**src/rtl/fifo_rd_rr_sched.sv**
```systemverilog
// fifo_rd_rr_sched: round-robin burst read scheduler merging CHAN_NUM FIFOs onto one tagged valid/ready stream
module fifo_rd_rr_sched #(
  parameter int CHAN_NUM   = 4,
  parameter int CHAN_W     = 2,
  parameter int DATA_WIDTH = 32,
  parameter int BURST_LEN  = 4
) (
  input  logic                           rd_clk,
  input  logic                           rd_rst,
  input  logic [CHAN_NUM-1:0]            chan_en_i,
  input  logic [CHAN_NUM-1:0]            empty_i,
  output logic [CHAN_NUM-1:0]            rd_en_o,
  input  logic [CHAN_NUM*DATA_WIDTH-1:0] rd_data_i,
  output logic                           out_valid,
  input  logic                           out_ready,
  output logic [DATA_WIDTH-1:0]          out_data,
  output logic [CHAN_W-1:0]              out_chan,
  output logic                           busy_o
);
  typedef enum logic [1:0] {IDLE, READ, LATCH, HOLD} state_t;
  state_t state, state_n;
  logic [CHAN_W-1:0] grant, last_grant, pick, idx;
  logic [7:0] beat_cnt;
  logic [CHAN_NUM-1:0] req, gmask;
  logic [DATA_WIDTH-1:0] sel_data;
  logic burst_end;
  assign req = chan_en_i & ~empty_i;
  assign gmask = CHAN_NUM'(1) << grant;
  assign busy_o = state != IDLE;
  assign burst_end = (beat_cnt + 8'd1 == 8'(BURST_LEN)) | empty_i[grant] | ~chan_en_i[grant];
  // descending scan so the closest requester after last_grant is the final assignment
  always_comb begin
    pick = '0;
    idx = '0;
    for (int i = CHAN_NUM; i >= 1; i--) begin
      idx = CHAN_W'((int'(last_grant) + i) % CHAN_NUM);
      if (req[idx]) pick = idx;
    end
  end
  always_comb begin
    sel_data = '0;
    for (int k = 0; k < CHAN_NUM; k++)
      if (grant == CHAN_W'(k)) sel_data = rd_data_i[k*DATA_WIDTH +: DATA_WIDTH];
  end
  always_comb begin
    state_n = state;
    rd_en_o = '0;
    case (state)
      IDLE:  state_n = |req ? READ : IDLE;
      READ: begin
        rd_en_o = gmask & ~empty_i;
        state_n = empty_i[grant] ? IDLE : LATCH;
      end
      LATCH: state_n = HOLD;
      HOLD:  state_n = !out_ready ? HOLD : burst_end ? IDLE : READ;
      default: state_n = IDLE;
    endcase
  end
  always_ff @(posedge rd_clk or posedge rd_rst)
    if (rd_rst) begin
      state <= IDLE;
      grant <= '0;
      last_grant <= CHAN_W'(CHAN_NUM - 1);
      beat_cnt <= '0;
      out_valid <= 1'b0;
      out_data <= '0;
      out_chan <= '0;
    end else begin
      state <= state_n;
      if (state == IDLE && |req) begin
        grant <= pick;
        beat_cnt <= '0;
      end
      if (state == READ && empty_i[grant]) last_grant <= grant;
      if (state == LATCH) begin
        out_data <= sel_data;
        out_chan <= grant;
        out_valid <= 1'b1;
      end
      if (state == HOLD && out_ready) begin
        out_valid <= 1'b0;
        beat_cnt <= beat_cnt + 8'd1;
        if (burst_end) last_grant <= grant;
      end
    end
endmodule

```
**config.mk**
```make
export PLATFORM = sky130hd
export DESIGN_NAME = fifo_rd_rr_sched
export DESIGN_NICKNAME = d
export VERILOG_FILES = /design/src/rtl/fifo_rd_rr_sched.sv
export SDC_FILE = /design/constraint.sdc
export NUM_CORES = 1
export LEC_CHECK = 0
export CORE_UTILIZATION = 30
export DETAILED_ROUTE_END_ITERATION = 7
export PLACE_DENSITY = 0.66
export SYNTH_ARGS = -nofsm -noshare
export SYNTH_HDL_FRONTEND = slang
export SYNTH_SLANG_ARGS = --single-unit
```
**constraint.sdc**
```tcl
create_clock -name rd_clk -period 4 [get_ports rd_clk]
set_clock_uncertainty 0.05 [all_clocks]
set_input_delay 1.2 -clock rd_clk [delete_from_list [all_inputs] [get_ports rd_clk]]
set_output_delay 1.2 -clock rd_clk [all_outputs]
set_load 0.1 [all_outputs]
```
Word level (Yosys, flattened, before mapping)
Index checks and enable logic that the tools add are counted.
{ "word_totals": {"input_bits": 139, "latch_bits": 0, "n_memories": 0, "rom_bits": 0, "output_inout_bits": 40, "ram_bits": 0, "regBits": 49, "wordCells": 73} }
{ "op_classes": {"muxes": 33, "eq_ne": 7, "shift": 1, "div_mod_pow": 0, "reduce_logical": 9, "bitwise": 6, "n_mul": 0, "n_lt_le_gt_ge": 5, "n_addsub": 5} }
{ "op_table": {"columns": ["operator", "count"], "rows": [
  ["$mux W32", 4],
  ["$mux W2", 9],
  ["$mux W8", 2],
  ["$lt A2 B3 Y1 const B", 5],
  ["$bmux W1 S2", 6],
  ["$mux W1", 10],
  ["$add A8 B1 Y8 const B", 1],
  ["$and A4 B4 Y4", 2],
  ["$eq A2 B2 Y1 const B", 4],
  ["$eq A8 B3 Y1 const B", 1],
  ["$pmux W2 S4", 1],
  ["$reduce_bool A2 Y1", 3],
  ["$add A2 B1 Y2 const B", 2],
  ["$add A2 B2 Y2 const B", 2],
  ["$eq A2 B1 Y1 const B", 2],
  ["$logic_not A2 Y1", 2],
  ["$mux W4", 1],
  ["$not A4 Y4", 1],
  ["$reduce_or A4 Y1", 1],
  ["$shl A1 B2 Y4 const A", 1],
  ["$logic_and A1 B1 Y1", 3],
  ["$or A1 B1 Y1", 2],
  ["$not A1 Y1", 1]
]} }

Logic depth before layout (Yosys ltp)
Gate-level depths: netlist (run 1).
{ "depth": {"depth_word": 8, "ltp_mapped": 6, "depth_no_buf": 5} }

Worst setup path after synthesis (run 1)
OpenSTA, ideal clock, no wires.
{ "synth_path": {"kind": "input -> output", "start": "in empty_i[1]", "end": "out rd_en_o[1]", "t_required_ps": 2750, "path_buffers": 0, "arrival_ps": 4289, "slack_ps": -1539, "path_stages": 1, "path_cell_list": "nor4b_1"} }
{ "synth_between": {"elab_chain_len": 3} }
{ "synth_lines": {"columns": ["item", "line_no", "source"], "rows": [
  ["from (decl)", "11", "input logic [CHAN_NUM-1:0] empty_i,"],
  ["$not A4 Y4", "51", "rd_en_o = gmask & ~empty_i;"],
  ["$and A4 B4 Y4", "51", null],
  ["$mux W4", "48", "case (state)"],
  ["to (decl)", "12", "output logic [CHAN_NUM-1:0] rd_en_o,"]
]} }
No other way between the ends.

Worst setup path in the final report (run 1)
Ends and elaborated chain as after synthesis.

==> impl_metrics.tcl, run 1 <==
set metrics [dict create \
    status "finished clean" \
    fin_nets 540 \
    min_period_ps 3540 \
    avgSynthCellArea_um2 13.4 \
    dr.pass1.iters 4 \
    slowest_stage "clkdlybuf4s50_1" \
    switchingPower_mw 2.35 \
    dr.max_layer_used "met4" \
    gp_congestion 0.804 \
    grt_pass1_wl_um 13900 \
    crit_fanout 4 \
    cts_setup_buffers 0 \
    coreArea_um2 9820 \
    final_cell_mix "159 x clkdlybuf4s50_1, 45 x dfrtp_1, 34 x mux2_2" \
    yosys_most_used_dff "dfrtp_1" \
    hold_class "reg -> reg" \
    clk_pin_slew_worst_paths_ps 90 \
    cts-resized-gates 0 \
    slowest_delay_ps 470 \
    rsz0062_at_grt "no" \
    num_rows 36 \
    wl_met3_um 689 \
    p_sw_share_pct 55.4 \
    pwr-share-comb_pct 72.3 \
    setup_viol 0 \
    io_buffer_count 178 \
    cts_hold_buf 0 \
    n_fill_cell 899 \
    viasPerCell 4.98 \
    ant_nets 0 \
    dpl.hpwl_um 6980 \
    grt_max_degree 36 \
    syn_nets 369 \
    whs_ps 438 \
    cts_buffer_depth 2 \
    fmax_mhz 283 \
    crit_type "in -> out" \
    cts_num_sinks 49 \
    power.leakage_nw 1.95 \
    initial_core_util_pct 31.2 \
    area_delta_synth_final_pct 65.7 \
    tritoncts "built" \
    synth_cell_types 40 \
    die_h_um 103 \
    synth_edf_count 0 \
    ys_seq_area_share_pct 40.1 \
    drive_above_1_share_pct 26.2 \
    drt_first_iter_violations 67 \
    yosysWarningCount 0 \
    max_slew.worst_pin.slew_ps 1030 \
    crit_path_start_kind "input port" \
    finalCritPeriodShare_pct 88.5 \
    dpl_cell_area_um2 4990 \
    wl_met2_um 4820 \
    p_int_mw 1.89 \
    grt.overflow.total 0 \
    netlist_area_um2 3060 \
    vdd_drop_max_mv 0.484 \
    async_flop_share_pct 100 \
    cts_max_level 2 \
    wl_um 9010 \
    hold_viol 0 \
    vias 2657 \
    drc_errors 0 \
    synth_top_area_share_pct 38.4 \
    yosys-top-cells-area "dfrtp_1 38%, mux4_2 24%, mux2_2 13%" \
    wl_per_cell_um 16.9 \
    endpoint_kind "output pin" \
    dieArea_um2 10600 \
    clock_latency_ps 300 \
    finalSetupTns_ps 0 \
    antenna_found_initial 0 \
    final_area_um2 5070 \
    post-route-util_pct 51.7 \
    cts_made_buffers 5 \
    cap_violations 0 \
    finalMaxSlewViolations 0 \
    grt_pass1_vias 2733 \
    worstPathRequired_ps 2750 \
    n_antenna_cell 0 \
    synth_area_leader_cell "dfrtp_1" \
    arrival_ps 2290 \
    die_x_um 103 \
    relSlewSlack_pct 31.2 \
    ys_ff_latch 49 \
    p_clk_share_pct 6.7 \
    wl_met1_um 3440 \
    io_pins 179 \
    path_cells "clkdlybuf4s50_1, nor4b_2, buf_12" \
    pwr-share-seq_pct 21.0 \
    grt_use_total_pct 17.3 \
    syn-instance-count 229 \
    clockRootBuffer "clkbuf_8" \
    power_density_nw_per_um2 837 \
    final_common_cell "clkdlybuf4s50_1" \
]
==> layer usage <==
metal  GRT usage (%)  vias to the layer above
li1                -                     1230
met1            20.2                     1323
met2            32.3                      100
met3            3.73                        4
met4            3.90                        0
met5               0                        -
==> power by group through the flow <==
stage	combinational, mW	sequential (mW)	clock [mW]
after floorplan	1.13	2.17	0
after global placement	3.07	0.896	0
after detailed placement	3.09	0.906	0
after CTS	3.10	0.896	0.303
after global routing	3.20	0.929	0.320
final	3.07	0.892	0.285
==> synthesized netlist by cell type (2+ instances only) <==
cell type  count
and3_1         5
a221oi_1       2
o211ai_1       2
dfstp_2        2
nor3_1         4
inv_1          5
nor2_1         9
mux4_2        33
o21ai_0        5
nor2b_1        5
and2_1         2
dfrtp_1       47
buf_2          9
buf_6          4
mux2_2        34
nand2_1       14
nand2b_1       5
nand3_1        8
mux2i_1        4
a21oi_1        6
clkbuf_1       3
nor4b_1        3
==> registers in the layout, indices dropped and copies added, names as in the netlist <==
name / flops
last_grant: 2
out_valid: 1
state: 2
grant: 2
beat_cnt: 8
out_chan: 2
out_data: 32
==> area by class of cell <==
type                            count  area [um2]  area share, %
Clock buffer                        8        80.1           1.58
Inverter                            5        18.8          0.370
Multi-Input combinational cell    158        1760           34.6
Sequential cell                    49        1230           24.3
Tap cell                          133         166           3.28
Timing Repair Buffer              181        1820           35.9
==> cell families (layout without fill, tap and decap cells) <==
family | Yosys count | after routing | share of synthesized area [%]
AOI/OAI and AO/OA | 24 | 24 | 5.85
xor gates and xnor gates | 2 | 2 | 0.572
adders and majority gates | 1 | 1 | 0.409
buffers and inverters | 22 | 194 | 4.05
DFF | 49 | 49 | 40.1
muxes | 72 | 72 | 39.0
and+or+nand+nor | 59 | 59 | 10.0
==> critical path, delay by kind of cell <==
family | cells | cell delay (ps)
buffers and inverters | 2 | 690
AND/OR/NAND/NOR | 1 | 390
==> worst paths after layout <==
path / from / end / slack [ps] / cells past startpoint
hold reg to reg: beat_cnt[7]$_DFFE_PP0P_ / beat_cnt[7]$_DFFE_PP0P_ / 440 / 1
hold / removal: beat_cnt[7]$_DFFE_PP0P_ / beat_cnt[7]$_DFFE_PP0P_ / 440 / 1
min in group asynchronous: rd_rst / out_data[2]$_DFFE_PP0P_ / 1230 / 2
setup / recovery: empty_i[1] / rd_en_o[1] / 460 / 3
setup reg to reg: grant[0]$_DFFE_PP0P_ / state[0]$_DFF_PP0_ / 1620 / 5
max in group asynchronous: rd_rst / grant[1]$_DFFE_PP0P_ / 2110 / 3
==> per-stage QoR <==
step	power (mW)	instances	setup WS, ps
finish	4.24	534	461
global route	4.44	534	433
CTS	4.30	534	438
detailed placement	4.00	526	458
global placement	3.97	526	489
floorplan	3.30	229	-204
Note: power is estimated with default switching activity, not from simulation.
==> inputs of run 2 (changes only) <==
--- a/config.mk
+++ b/config.mk
@@ -7,4 +7,5 @@
 export LEC_CHECK = 0
 export CORE_UTILIZATION = 30
+export CTS_CLUSTER_DIAMETER = 100
 export DETAILED_ROUTE_END_ITERATION = 7
 export PLACE_DENSITY = 0.66
==> constraint.sdc (replaced) <==
create_clock -name rd_clk -period 3.4 [get_ports rd_clk]
set_clock_uncertainty 0.05 [all_clocks]
set_input_delay 0.68 -clock rd_clk [delete_from_list [all_inputs] [get_ports rd_clk]]
set_output_delay 0.68 -clock rd_clk [all_outputs]
set_load 0.1 [all_outputs]
==> impl_metrics.tcl, run 2 (synthesized netlist as in run 1, its figures left out) <==
set metrics [dict create \
    status "finished clean" \
    crit_type "in -> out" \
    crit_buf_inv 2 \
    grt.overflow.total 0 \
    regArea_um2 1230 \
    p_sw_share_pct 55.8 \
    cts-resized-gates 0 \
    multiInputGateArea_um2 1740 \
    pwr-share-comb_pct 71.1 \
    gp_congestion 0.788 \
    wl_um 8750 \
    n_antenna_cell 0 \
    die_x_um 103 \
    p_clk_share_pct 6.6 \
    max_slew.worst_pin.slew_ps 777 \
    tritoncts "built" \
    n_fill_cell 903 \
    rsz0062_at_grt "no" \
    initial_core_util_pct 31.2 \
    top_register "out_data" \
    drt_first_iter_violations 68 \
    grt_pass1_wl_um 13400 \
    vias 2615 \
    cts_buffer_depth 2 \
    hold_class "reg -> reg" \
    pwr-share-seq_pct 22.3 \
    largest_reg_flops 32 \
    fmax_mhz 396 \
    clk_pin_slew_worst_paths_ps 80 \
    clockRootBuffer "clkbuf_8" \
    clock_latency_ps 290 \
    fin_nets 543 \
    setup_viol 0 \
    cts_max_level 2 \
    finalSetupTns_ps 0 \
    cts_setup_buffers 0 \
    viasPerCell 4.87 \
    cts_made_buffers 5 \
    area_delta_synth_final_pct 62.1 \
    slowest_delay_ps 480 \
    cts_hold_buf 0 \
    worstPathRequired_ps 2670 \
    power.leakage_nw 1.96 \
    io_pins 179 \
    hold_viol 0 \
    whs_ps 440 \
    grt_max_degree 36 \
    finalCritPeriodShare_pct 74.3 \
    critPathTopFamily "buffers and inverters" \
    drive_above_1_share_pct 31.9 \
    vdd_drop_max_mv 0.477 \
    endpoint_kind "output pin" \
    cts_num_sinks 49 \
    dpl.hpwl_um 7000 \
    switchingPower_mw 2.75 \
    relSlewSlack_pct 48.0 \
    antenna_found_initial 0 \
    grt_pass1_vias 2643 \
    die_h_um 103 \
    arrival_ps 1790 \
    cap_violations 0 \
    io_buffer_count 178 \
    dr.pass1.iters 4 \
    final_common_cell "clkdlybuf4s50_1" \
    final_area_um2 4960 \
    drc_errors 0 \
    finalMaxSlewViolations 0 \
    min_period_ps 2520 \
    num_rows 36 \
    grt_use_total_pct 16.6 \
    reg_top3 "out_data (32), beat_cnt (8)" \
    dpl_cell_area_um2 4880 \
    wl_per_cell_um 16.3 \
    power_density_nw_per_um2 991 \
    coreArea_um2 9820 \
    crit_fanout 4 \
    slowest_stage "clkdlybuf4s50_1" \
    final_cell_mix "138 x clkdlybuf4s50_1, 46 x buf_4, 45 x dfrtp_1" \
    path_cells "clkdlybuf4s50_1, nor4b_2, buf_4" \
    p_int_mw 2.17 \
    ant_nets 0 \
    crit_path_start_kind "input port" \
    dieArea_um2 10600 \
]
[run 2: changes by cell type in the layout (fill, tap and decap cells not counted), sizes merged]
cell / before / now
clkdlybuf4s50: 159 / 138
buf: 22 / 46
[run 2: final timing paths]
| kind | from | endpoint | cells past startpoint | slack, ps |
|---|---|---|---|---|
| setup / recovery | empty_i[2] | rd_en_o[2] | 3 | 880 |
| hold / removal | beat_cnt[7]$_DFFE_PP0P_ | beat_cnt[7]$_DFFE_PP0P_ | 1 | 440 |
| setup reg to reg | grant[0]$_DFFE_PP0P_ | out_data[16]$_DFFE_PP0P_ | 3 | 1160 |
| hold reg to reg | beat_cnt[7]$_DFFE_PP0P_ | beat_cnt[7]$_DFFE_PP0P_ | 1 | 440 |
| max in group asynchronous | rd_rst | last_grant[1]$_DFF_PP1_ | 3 | 1910 |
| min in group asynchronous | rd_rst | out_data[6]$_DFFE_PP0P_ | 2 | 730 |
[run 2: area by class of cell]
type | count | share of cell area (%)
Clock buffer | 8 | 1.61
Inverter | 5 | 0.378
Multi-Input combinational cell | 158 | 35.0
Sequential cell | 49 | 24.8
Tap cell | 133 | 3.35
Timing Repair Buffer | 184 | 34.8
[run 2: layer usage]
metal  vias to the layer above  track usage [%]  share of wire [%]
li1                       1230                -                  -
met1                      1276             19.6                 40
met2                       101             30.8                 52
met3                         8             3.46                7.2
met4                         0             4.12                1.2
met5                         -                0                  0
[run 2: power by group through the flow]
stage / clock [mW] / combinational (mW) / sequential (mW)
after floorplan: 0 / 1.31 / 2.55
after global placement: 0 / 3.51 / 1.11
after detailed placement: 0 / 3.53 / 1.12
after CTS: 0.339 / 3.54 / 1.11
after global routing: 0.368 / 3.66 / 1.14
final: 0.323 / 3.50 / 1.10
[run 2: through the flow]
| step | utilization [%] | std cells | power [mW] | setup slack [ps] |
|---|---|---|---|---|
| global placement | 49.7 | 529 | 4.62 | 911 |
| CTS | 50.5 | 537 | 4.98 | 846 |
| detailed placement | 49.7 | 529 | 4.65 | 867 |
| finish | 50.5 | 537 | 4.92 | 875 |
| global route | 50.5 | 537 | 5.17 | 756 |
| floorplan | - | 229 | 3.87 | 72.4 |
==> inputs of run 3 (changes only) <==
Clock period 3.4 ns to 2.39 ns, I/O delays scaled along.
==> impl_metrics.tcl, run 3 (synthesized netlist as in run 1, its figures left out) <==
set metrics [dict create \
    status "finished clean" \
    final_area_um2 5120 \
    relSlewSlack_pct 64.6 \
    timing.rr.start "grant[0]$_DFFE_PP0P_" \
    drt_first_iter_violations 49 \
    crit_type "reg -> out" \
    die_x_um 103 \
    cap_violations 0 \
    cts_max_level 2 \
    io_pins 179 \
    die_h_um 103 \
    vdd_drop_max_mv 0.743 \
    viasPerCell 4.89 \
    crit_path_start "state[0]$_DFF_PP0_" \
    path_cells "nand2b_1, nor4b_4, buf_12" \
    grt_use_total_pct 17.4 \
    drive_above_1_share_pct 33.0 \
    arrival_ps 1710 \
    vias 2651 \
    dp_slack_ps 191 \
    grt_pass1_wl_um 13900 \
    endpoint "rd_en_o[2]" \
    cts_setup_buffers 0 \
    crit_fanout 9 \
    crit_path_start_kind "flop" \
    rr_endpoint "out_data[1]$_DFFE_PP0P_" \
    post-route-util_pct 52.1 \
    finalCritPeriodShare_pct 93.5 \
    dpl.hpwl_um 7230 \
    max_slew.worst_pin.slew_ps 531 \
    clk_pin_slew_worst_paths_ps 90 \
    tritoncts "built" \
    cts_made_buffers 5 \
    largest_reg_flops 32 \
    cts_buffer_depth 2 \
    cts-resized-gates 0 \
    dpl_cell_area_um2 5030 \
    hold_viol 0 \
    endpoint_kind "output pin" \
    area_delta_synth_final_pct 67.2 \
    finalMaxSlewViolations 0 \
    r2r_setup_slack_ps 510 \
    worstPathRequired_ps 1860 \
    setup_slack_ps 156 \
    setup_viol 0 \
    dieArea_um2 10600 \
    gp_congestion 0.802 \
    ant_nets 0 \
    ff2ff_path_depth 3 \
    fmax_mhz 448 \
    coreArea_um2 9820 \
    clockRootBuffer "clkbuf_8" \
    hold_class "in -> async" \
    rsz0062_at_grt "no" \
    num_rows 36 \
    dr.pass1.iters 4 \
    cts_hold_buf 0 \
    cts_num_sinks 49 \
    finalPower_mw 7.16 \
    n_antenna_cell 0 \
    drc_errors 0 \
    grt_max_degree 33 \
    power_density_nw_per_um2 1400 \
    min_period_ps 2230 \
    slowest_stage "dfrtp_1" \
    antenna_found_initial 0 \
    slowest_delay_ps 530 \
    grt.overflow.total 0 \
    final_common_cell "clkdlybuf4s50_1" \
    power.leakage_nw 2.03 \
    reg_top3 "out_data (32), beat_cnt (8)" \
    whs_ps 395 \
    clock_latency_ps 300 \
    n_fill_cell 865 \
    initial_core_util_pct 31.2 \
    wl_um 8980 \
    final_cell_mix "138 x clkdlybuf4s50_1, 45 x dfrtp_1, 45 x buf_4" \
    wl_per_cell_um 16.6 \
    grt_pass1_vias 2789 \
    fin_nets 548 \
    io_buffer_count 178 \
    top_register "out_data" \
]
[run 3: changes by cell type in the layout (fill, tap and decap cells not counted), sizes merged]
| cell | delta |
|---|---|
| buf | +5 |
[run 3: how the worst min path moves through the flow]
stage                            startpoint                       end  slack [ps]
floorplan           beat_cnt[7]$_DFFE_PP0P_   beat_cnt[7]$_DFFE_PP0P_         400
global placement    beat_cnt[7]$_DFFE_PP0P_   beat_cnt[7]$_DFFE_PP0P_         420
detailed placement  beat_cnt[7]$_DFFE_PP0P_   beat_cnt[7]$_DFFE_PP0P_         420
CTS                                  rd_rst  out_data[16]$_DFFE_PP0P_         400
global route                         rd_rst  out_data[19]$_DFFE_PP0P_         430
finish                               rd_rst  out_data[22]$_DFFE_PP0P_         390
[run 3: final cells by class]
class | instances | area (um2) | share of cell area (%)
Multi-Input combinational cell | 158 | 1770 | 34.6
Sequential cell | 49 | 1230 | 24.1
Clock buffer | 8 | 90.1 | 1.76
Tap cell | 133 | 166 | 3.25
Timing Repair Buffer | 189 | 1840 | 35.9
Inverter | 5 | 18.8 | 0.367
[run 3: worst max-delay path: cells and delay by family (launching register included)]
family / cells / cell delay (ps)
flip-flops: 1 / 530
buffers and inverters: 1 / 210
AND/OR/NAND/NOR: 2 / 670
[run 3: per-stage QoR]
stage	TNS, ps	cells
after global routing	0	542
after CTS	0	542
after floorplan	-29.1	229
after global placement	0	534
after detailed placement	0	534
final	0	542
[run 3: per-layer routing]
metal | up-vias | track usage (%) | part of all wire (%)
li1 | 1242 | - | -
met1 | 1289 | 18.9 | 38
met2 | 106 | 32.5 | 52
met3 | 14 | 4.47 | 8.2
met4 | 0 | 6.18 | 1.9
met5 | - | 0 | 0
[run 3: power breakdown]
| part | switching [mW] | internal (mW) |
|---|---|---|
| Combinational | 3.36 | 1.74 |
| Sequential | 0.336 | 1.22 |
| Clock | 0.270 | 0.237 |
| Total | 3.96 | 3.20 |
